--- src/rtl/fifo_ram_fwft_pkg.sv ---
// fifo_ram_fwft_pkg: shared address-width helper and read-mode constants
package fifo_ram_fwft_pkg;
  localparam int MODE_STD = 0;
  localparam int MODE_FWFT = 1;
  function automatic int clog2(input int n);
    int r;
    r = 0;
    while ((1 << r) < n) r++;
    return r;
  endfunction
endpackage

--- src/rtl/fifo_ram_fwft_if.sv ---
// fifo_ram_fwft_if: FIFO write/read handshake, status flags and sticky errors
// master drives i_* (writer/reader side), slave is the FIFO driving o_*
interface fifo_ram_fwft_if import fifo_ram_fwft_pkg::*; #(
  parameter int WIDTH = 8,
  parameter int DEPTH = 256
);
  localparam int CW = clog2(DEPTH) + 1;
  logic [WIDTH-1:0] i_wr_data;
  logic             i_wr_en;
  logic             i_rd_en;
  logic             i_clr_err;
  logic [WIDTH-1:0] o_rd_data;
  logic             o_rd_valid;
  logic             o_empty;
  logic             o_full;
  logic             o_almost_full;
  logic             o_almost_empty;
  logic [CW-1:0]    o_count;
  logic             o_overflow;
  logic             o_underflow;
  modport master (
    output i_wr_data, i_wr_en, i_rd_en, i_clr_err,
    input  o_rd_data, o_rd_valid, o_empty, o_full, o_almost_full, o_almost_empty,
           o_count, o_overflow, o_underflow
  );
  modport slave (
    input  i_wr_data, i_wr_en, i_rd_en, i_clr_err,
    output o_rd_data, o_rd_valid, o_empty, o_full, o_almost_full, o_almost_empty,
           o_count, o_overflow, o_underflow
  );
endinterface

--- src/rtl/fifo_ram_mem.sv ---
// fifo_ram_mem: simple dual-port RAM, sync write, async read plus registered read
// ports: clk, rst_n (output register only), we/waddr/wdata, raddr, re,
//        rdata_async (zero latency), rdata_reg (updated on re, else held)
module fifo_ram_mem #(
  parameter int WIDTH = 8,
  parameter int AW = 8
) (
  input  logic             clk,
  input  logic             rst_n,
  input  logic             we,
  input  logic [AW-1:0]    waddr,
  input  logic [WIDTH-1:0] wdata,
  input  logic [AW-1:0]    raddr,
  input  logic             re,
  output logic [WIDTH-1:0] rdata_async,
  output logic [WIDTH-1:0] rdata_reg
);
  logic [WIDTH-1:0] mem [2**AW];
  always_ff @(posedge clk)
    if (we) mem[waddr] <= wdata;
  assign rdata_async = mem[raddr];
  always_ff @(posedge clk or negedge rst_n)
    if (!rst_n) rdata_reg <= '0;
    else if (re) rdata_reg <= mem[raddr];
endmodule

--- src/rtl/fifo_ram_fwft.sv ---
// fifo_ram_fwft: synchronous RAM FIFO with standard or first-word-fall-through read
// ports: i_clk, i_rst_n (async active-low), bus (slave): write/read requests,
//        read data/valid, empty/full/almost flags, count, sticky overflow/underflow
module fifo_ram_fwft import fifo_ram_fwft_pkg::*; #(
  parameter int WIDTH = 8,
  parameter int DEPTH = 256,
  parameter int FWFT = MODE_STD,
  parameter int AF_THRESH = DEPTH - 4,
  parameter int AE_THRESH = 4
) (
  input logic             i_clk,
  input logic             i_rst_n,
  fifo_ram_fwft_if.slave  bus
);
  localparam int AW = clog2(DEPTH);
  localparam int PW = AW + 1;
  logic [PW-1:0]    wr_ptr, rd_ptr, count;
  logic             empty, full, wr_acc, rd_acc, rd_pulse, ovf, unf;
  logic [WIDTH-1:0] rd_async, rd_reg;
  // the extra MSB of each pointer tells a full ring from an empty one
  assign empty = wr_ptr == rd_ptr;
  assign full = (wr_ptr[AW-1:0] == rd_ptr[AW-1:0]) && (wr_ptr[AW] != rd_ptr[AW]);
  assign wr_acc = bus.i_wr_en && !full;
  assign rd_acc = bus.i_rd_en && !empty;
  always_ff @(posedge i_clk or negedge i_rst_n)
    if (!i_rst_n) begin
      wr_ptr <= '0;
      rd_ptr <= '0;
      count <= '0;
      rd_pulse <= 1'b0;
      ovf <= 1'b0;
      unf <= 1'b0;
    end else begin
      wr_ptr <= wr_ptr + PW'(wr_acc);
      rd_ptr <= rd_ptr + PW'(rd_acc);
      count <= count + PW'(wr_acc) - PW'(rd_acc);
      rd_pulse <= rd_acc;
      // a new error in the same cycle as a clear keeps the flag set
      ovf <= (bus.i_wr_en && full) || (ovf && !bus.i_clr_err);
      unf <= (bus.i_rd_en && empty) || (unf && !bus.i_clr_err);
    end
  fifo_ram_mem #(.WIDTH(WIDTH), .AW(AW)) u_mem (
    .clk(i_clk),
    .rst_n(i_rst_n),
    .we(wr_acc),
    .waddr(wr_ptr[AW-1:0]),
    .wdata(bus.i_wr_data),
    .raddr(rd_ptr[AW-1:0]),
    .re(rd_acc),
    .rdata_async(rd_async),
    .rdata_reg(rd_reg)
  );
  // fall-through data is masked while empty so reset shows zero, not stale RAM
  assign bus.o_rd_data = (FWFT == MODE_FWFT) ? (empty ? '0 : rd_async) : rd_reg;
  assign bus.o_rd_valid = (FWFT == MODE_FWFT) ? !empty : rd_pulse;
  assign bus.o_empty = empty;
  assign bus.o_full = full;
  assign bus.o_count = count;
  assign bus.o_almost_full = int'(count) >= AF_THRESH;
  assign bus.o_almost_empty = int'(count) <= AE_THRESH;
  assign bus.o_overflow = ovf;
  assign bus.o_underflow = unf;
endmodule
--- src/flat_wrapper.sv ---
// flat-port wrapper written by rule: the top's interface ports become plain ports
module fifo_ram_fwft_flat import fifo_ram_fwft_pkg::*;
#(
  parameter int WIDTH = 8,
  parameter int DEPTH = 256,
  parameter int FWFT = MODE_STD,
  parameter int AF_THRESH = DEPTH - 4,
  parameter int AE_THRESH = 4
)
  (i_clk, i_rst_n, bus_i_wr_data, bus_i_wr_en, bus_i_rd_en, bus_i_clr_err, bus_o_rd_data, bus_o_rd_valid, bus_o_empty, bus_o_full, bus_o_almost_full, bus_o_almost_empty, bus_o_count, bus_o_overflow, bus_o_underflow);
  fifo_ram_fwft_if #(.WIDTH(WIDTH), .DEPTH(DEPTH)) bus_i ();
  input logic i_clk;
  input logic i_rst_n;
  input wire logic [$bits(bus_i.i_wr_data)-1:0] bus_i_wr_data;
  input wire logic [$bits(bus_i.i_wr_en)-1:0] bus_i_wr_en;
  input wire logic [$bits(bus_i.i_rd_en)-1:0] bus_i_rd_en;
  input wire logic [$bits(bus_i.i_clr_err)-1:0] bus_i_clr_err;
  output wire logic [$bits(bus_i.o_rd_data)-1:0] bus_o_rd_data;
  output wire logic [$bits(bus_i.o_rd_valid)-1:0] bus_o_rd_valid;
  output wire logic [$bits(bus_i.o_empty)-1:0] bus_o_empty;
  output wire logic [$bits(bus_i.o_full)-1:0] bus_o_full;
  output wire logic [$bits(bus_i.o_almost_full)-1:0] bus_o_almost_full;
  output wire logic [$bits(bus_i.o_almost_empty)-1:0] bus_o_almost_empty;
  output wire logic [$bits(bus_i.o_count)-1:0] bus_o_count;
  output wire logic [$bits(bus_i.o_overflow)-1:0] bus_o_overflow;
  output wire logic [$bits(bus_i.o_underflow)-1:0] bus_o_underflow;
  assign bus_i.i_wr_data = bus_i_wr_data;
  assign bus_i.i_wr_en = bus_i_wr_en;
  assign bus_i.i_rd_en = bus_i_rd_en;
  assign bus_i.i_clr_err = bus_i_clr_err;
  assign bus_o_rd_data = bus_i.o_rd_data;
  assign bus_o_rd_valid = bus_i.o_rd_valid;
  assign bus_o_empty = bus_i.o_empty;
  assign bus_o_full = bus_i.o_full;
  assign bus_o_almost_full = bus_i.o_almost_full;
  assign bus_o_almost_empty = bus_i.o_almost_empty;
  assign bus_o_count = bus_i.o_count;
  assign bus_o_overflow = bus_i.o_overflow;
  assign bus_o_underflow = bus_i.o_underflow;
  fifo_ram_fwft #(.WIDTH(WIDTH), .DEPTH(DEPTH), .FWFT(FWFT), .AF_THRESH(AF_THRESH), .AE_THRESH(AE_THRESH)) u_core (.i_clk(i_clk), .i_rst_n(i_rst_n), .bus(bus_i));
endmodule
--- config.mk ---
export PLATFORM = sky130hd
export DESIGN_NAME = fifo_ram_fwft_flat
export DESIGN_NICKNAME = d
export VERILOG_FILES = /design/src/rtl/fifo_ram_fwft_pkg.sv /design/src/rtl/fifo_ram_fwft_if.sv /design/src/rtl/fifo_ram_mem.sv /design/src/rtl/fifo_ram_fwft.sv /design/src/flat_wrapper.sv
export SDC_FILE = /design/constraint.sdc
export NUM_CORES = 2
export LEC_CHECK = 0
export BUFFER_PORTS_ARGS = -buffer_cell sky130_fd_sc_hd__buf_2
export CAP_MARGIN = 20
export CORE_MARGIN = 2
export CORE_UTILIZATION = 31
export DETAILED_ROUTE_END_ITERATION = 7
export GPL_ROUTABILITY_DRIVEN = 0
export HOLD_SLACK_MARGIN = 0.1
export PLACE_DENSITY = 0.53
export SLEW_MARGIN = 0
export SYNTH_ARGS = -nofsm -noshare
export SYNTH_HDL_FRONTEND = slang
export SYNTH_SLANG_ARGS = --single-unit
--- constraint.sdc ---
create_clock -name i_clk -period 5.4 [get_ports i_clk]
set_input_delay 1.08 -clock i_clk [delete_from_list [all_inputs] [get_ports i_clk]]
set_output_delay 1.08 -clock i_clk [all_outputs]
set_load 0.02 [all_outputs]
==> summary.txt <==
Critical path
  • Critical Path Sink Type: flop
  • R2R cell count: 8
  • Kind of critical path: flop to flop
  • RR Endpoint: u_core.u_mem.rdata_reg[7]
  • Origin of the critical flop-to-flop path: u_core.rd_ptr[4]
  • Worst setup SP type: flop
  • Max Fanout on Critical Path: 26
  • Critical Path AT: roughly 5.0 ns
  • R2R Setup Slk: approximately 1.2 ns
  • Crit path required time: 6.20 ns

Timing
  • Setup violations, final: 0
  • RSZ-0062 raised after global routing: false
  • Worst slew margin relative to its limit: between 20% and 30%
  • Count of final hold-check violations: 0
  • Fmax: 240 MHz
  • Total negative setup slack: 0 ns
  • Least-Margin Pin Slew: 1.16 ns
  • Slew Limit Fails: 0
  • Tcrit/Tclk final: 77.1%
  • Clk_skew: 0.0454 ns
  • Tmin final: 4.17 ns

Routing
  • Drc violations: 0
  • Wirelength per Cell: 28.3 microns
  • Drt via density: 5.19
  • Pre-antenna DRT Iters: 6
  • Via count: between 40000 and 50000
  • Post-Route WL: 226000 microns
  • Antenna Nets Post-Route: 0
  • Initial drt markers: between 4000 and 5000

Yosys
  • Yosys warns: 0
  • Most frequent cells after synthesis: edfxtp_1, mux2i_1, mux4_2
  • Syn Inst Count: 4154
  • Register area share after synthesis: 76.3%
  • Mean Syn Cell Area: 19.7 sq um
  • Number of enable flip-flop cells after synthesis: 2048
  • Main synth FF type: edfxtp_1
  • Yosys cell types: 71
  • Leading area contributor after synthesis: edfxtp_1
  • Synthesized Nets: 4194
  • Post-synth ARST share: 1.82%
  • Post-Syn Area: 81800 sq um
  • Most common cell in the netlist: edfxtp_1
  • Top cell type's share of synthesized area: 75.2%
  • Seq cells post-synth: 2086
  • Area contributors post-synth: edfxtp_1, mux4_2, mux2i_1

Global route
  • First-pass GRT wire length: about 320000 microns
  • Largest net degree at the start of global routing: 133
  • Vias in the first global route: 41800
  • GRT Overall Usage: 16.5%
  • Grt total ovfl: 0
  • Antenna violations before repair: 13

Layout
  • Layout cells sized above 1: 19.0%
  • Max FFs per register: 2048
  • Most flop-heavy register: u_core.u_mem.mem
  • Synthesis-to-layout area growth: 13.5%
  • Fin nets: 4335
  • Post-Layout Cell Count: approximately 8000

Clocking
  • TritonCTS clock tree: yes
  • Worst skew pair latency: 0.87 ns
  • H-tree Lvls: 4
  • Worst-path clk slew: 0.06 ns
  • Clock sink count: 2086
  • CTS Hold Bufs: 0
  • CTS Buffer Depth: 3
  • Setup bufs post-CTS: 0
  • PostCTS Resize Cnt: 0
  • CTS buffer count: 212
  • Clk root buf: clkbuf_16

Die
  • FP Rows: roughly 190
  • Boundary Pins: 37
  • Die ar.: 268000 sq um
  • Core area: 263000 sq um
  • Die Width: 518 microns
  • Die Y-Extent: 518 microns
  • Initial Util: 31.2%

Power and ir drop
  • Max VDD drop: 0.429 mV
  • Leakage: 0.0293 uW
  • PD cells: 489 nW/um^2

Run status
  • Status: complete, no violations

Placement
  • Placed cells: approximately 7600
  • DP Wirelength: 136000 microns
  • PortBufs: 36

Hold path
  • Hold crit path type: primary input to asynchronous set/reset pin

Run
  • # Max-Cap Violations: 0
worst max-delay path: stages, from the launching register on:
cell      delay [ns]
dfrtp_4         0.46
buf_4           0.46
clkinv_2        0.75
buf_4           0.56
mux2i_1         0.17
o21ai_0         0.64
nand3_1         0.50
nor4_1          0.42
a211o_1         0.14
report_power, final:
part / switching, uW / internal, uW
logic: 8120 / 4780
registers: 332 / 18100
clock network: 6210 / 7920
worst max path at each step:
stage / startpoint / end / slack (ns)
global placement: u_core.rd_ptr[1] / u_core.u_mem.rdata_reg[5] / 1.31
finish: u_core.rd_ptr[4] / u_core.u_mem.rdata_reg[7] / 1.23
global route: u_core.rd_ptr[0] / u_core.u_mem.rdata_reg[7] / 1.20
CTS: u_core.rd_ptr[1] / u_core.u_mem.rdata_reg[5] / 1.27
detailed placement: u_core.rd_ptr[1] / u_core.u_mem.rdata_reg[5] / 1.26
floorplan: u_core.rd_ptr[0] / u_core.bus.o_count[8] / 1.93
cells by family (layout without fill, tap and decap cells):
group	Yosys count	in the layout	share of synthesized area, %
other	0	3	0
flip-flops	2086	2086	76.3
XOR/XNOR	31	31	0.332
AO/OA/AOI/OAI	473	473	4.14
AND/OR/NAND/NOR	558	558	2.96
multiplexers	703	703	13.7
buffers and inverters	276	598	2.15
adder cells (fa/ha/maj)	27	27	0.422
final cells by class:
cell class	instances	area [sq um]
Tap cell	3515	4400
Multi-Input combinational cell	1792	17700
Inverter	26	98.8
Antenna cell	3	7.51
Clock inverter	120	1010
Clock buffer	275	5650
Sequential cell	2086	62500
Fill cell	24400	170000
Timing Repair Buffer	177	1600
per-layer routing:
layer,global-route usage [%],up-vias,wire [microns]
met4,5.28,4,7140
li1,-,17300,-
met5,0,-,21
met1,22.8,22300,97800
met2,26.8,1489,108000
met3,2.42,329,13300
layout by cell type, fill, tap and decap left out, types with 46 or more instances in the layout:
cell type / Yosys / layout
clkbuf_1: 69 / 56
a21oi_1: 47 / 47
o221ai_1: 54 / 54
o22ai_1: 113 / 113
clkbuf_16: 0 / 215
buf_4: 26 / 115
a211oi_1: 65 / 65
mux4_2: 332 / 332
nand2_1: 124 / 122
nand3_1: 60 / 56
mux2i_1: 365 / 365
clkinv_1: 0 / 46
nor2_1: 288 / 288
a22oi_1: 86 / 86
edfxtp_1: 2048 / 2048
stage by stage:
step | setup slack [ns] | utilization (%) | hold slack [ns] | power, uW | instance area [sq um]
after floorplan | 1.93 | - | 0.480 | 27200 | 81800
after global placement | 1.31 | 32.8 | 0.476 | 31700 | 86200
after detailed placement | 1.26 | 32.9 | 0.480 | 31700 | 86300
after CTS | 1.27 | 35.4 | 0.260 | 45800 | 92900
after global routing | 1.20 | 35.4 | 0.295 | 46900 | 92900
final | 1.23 | 35.4 | 0.296 | 45400 | 92900
Note: power is estimated with default switching activity, not from simulation.
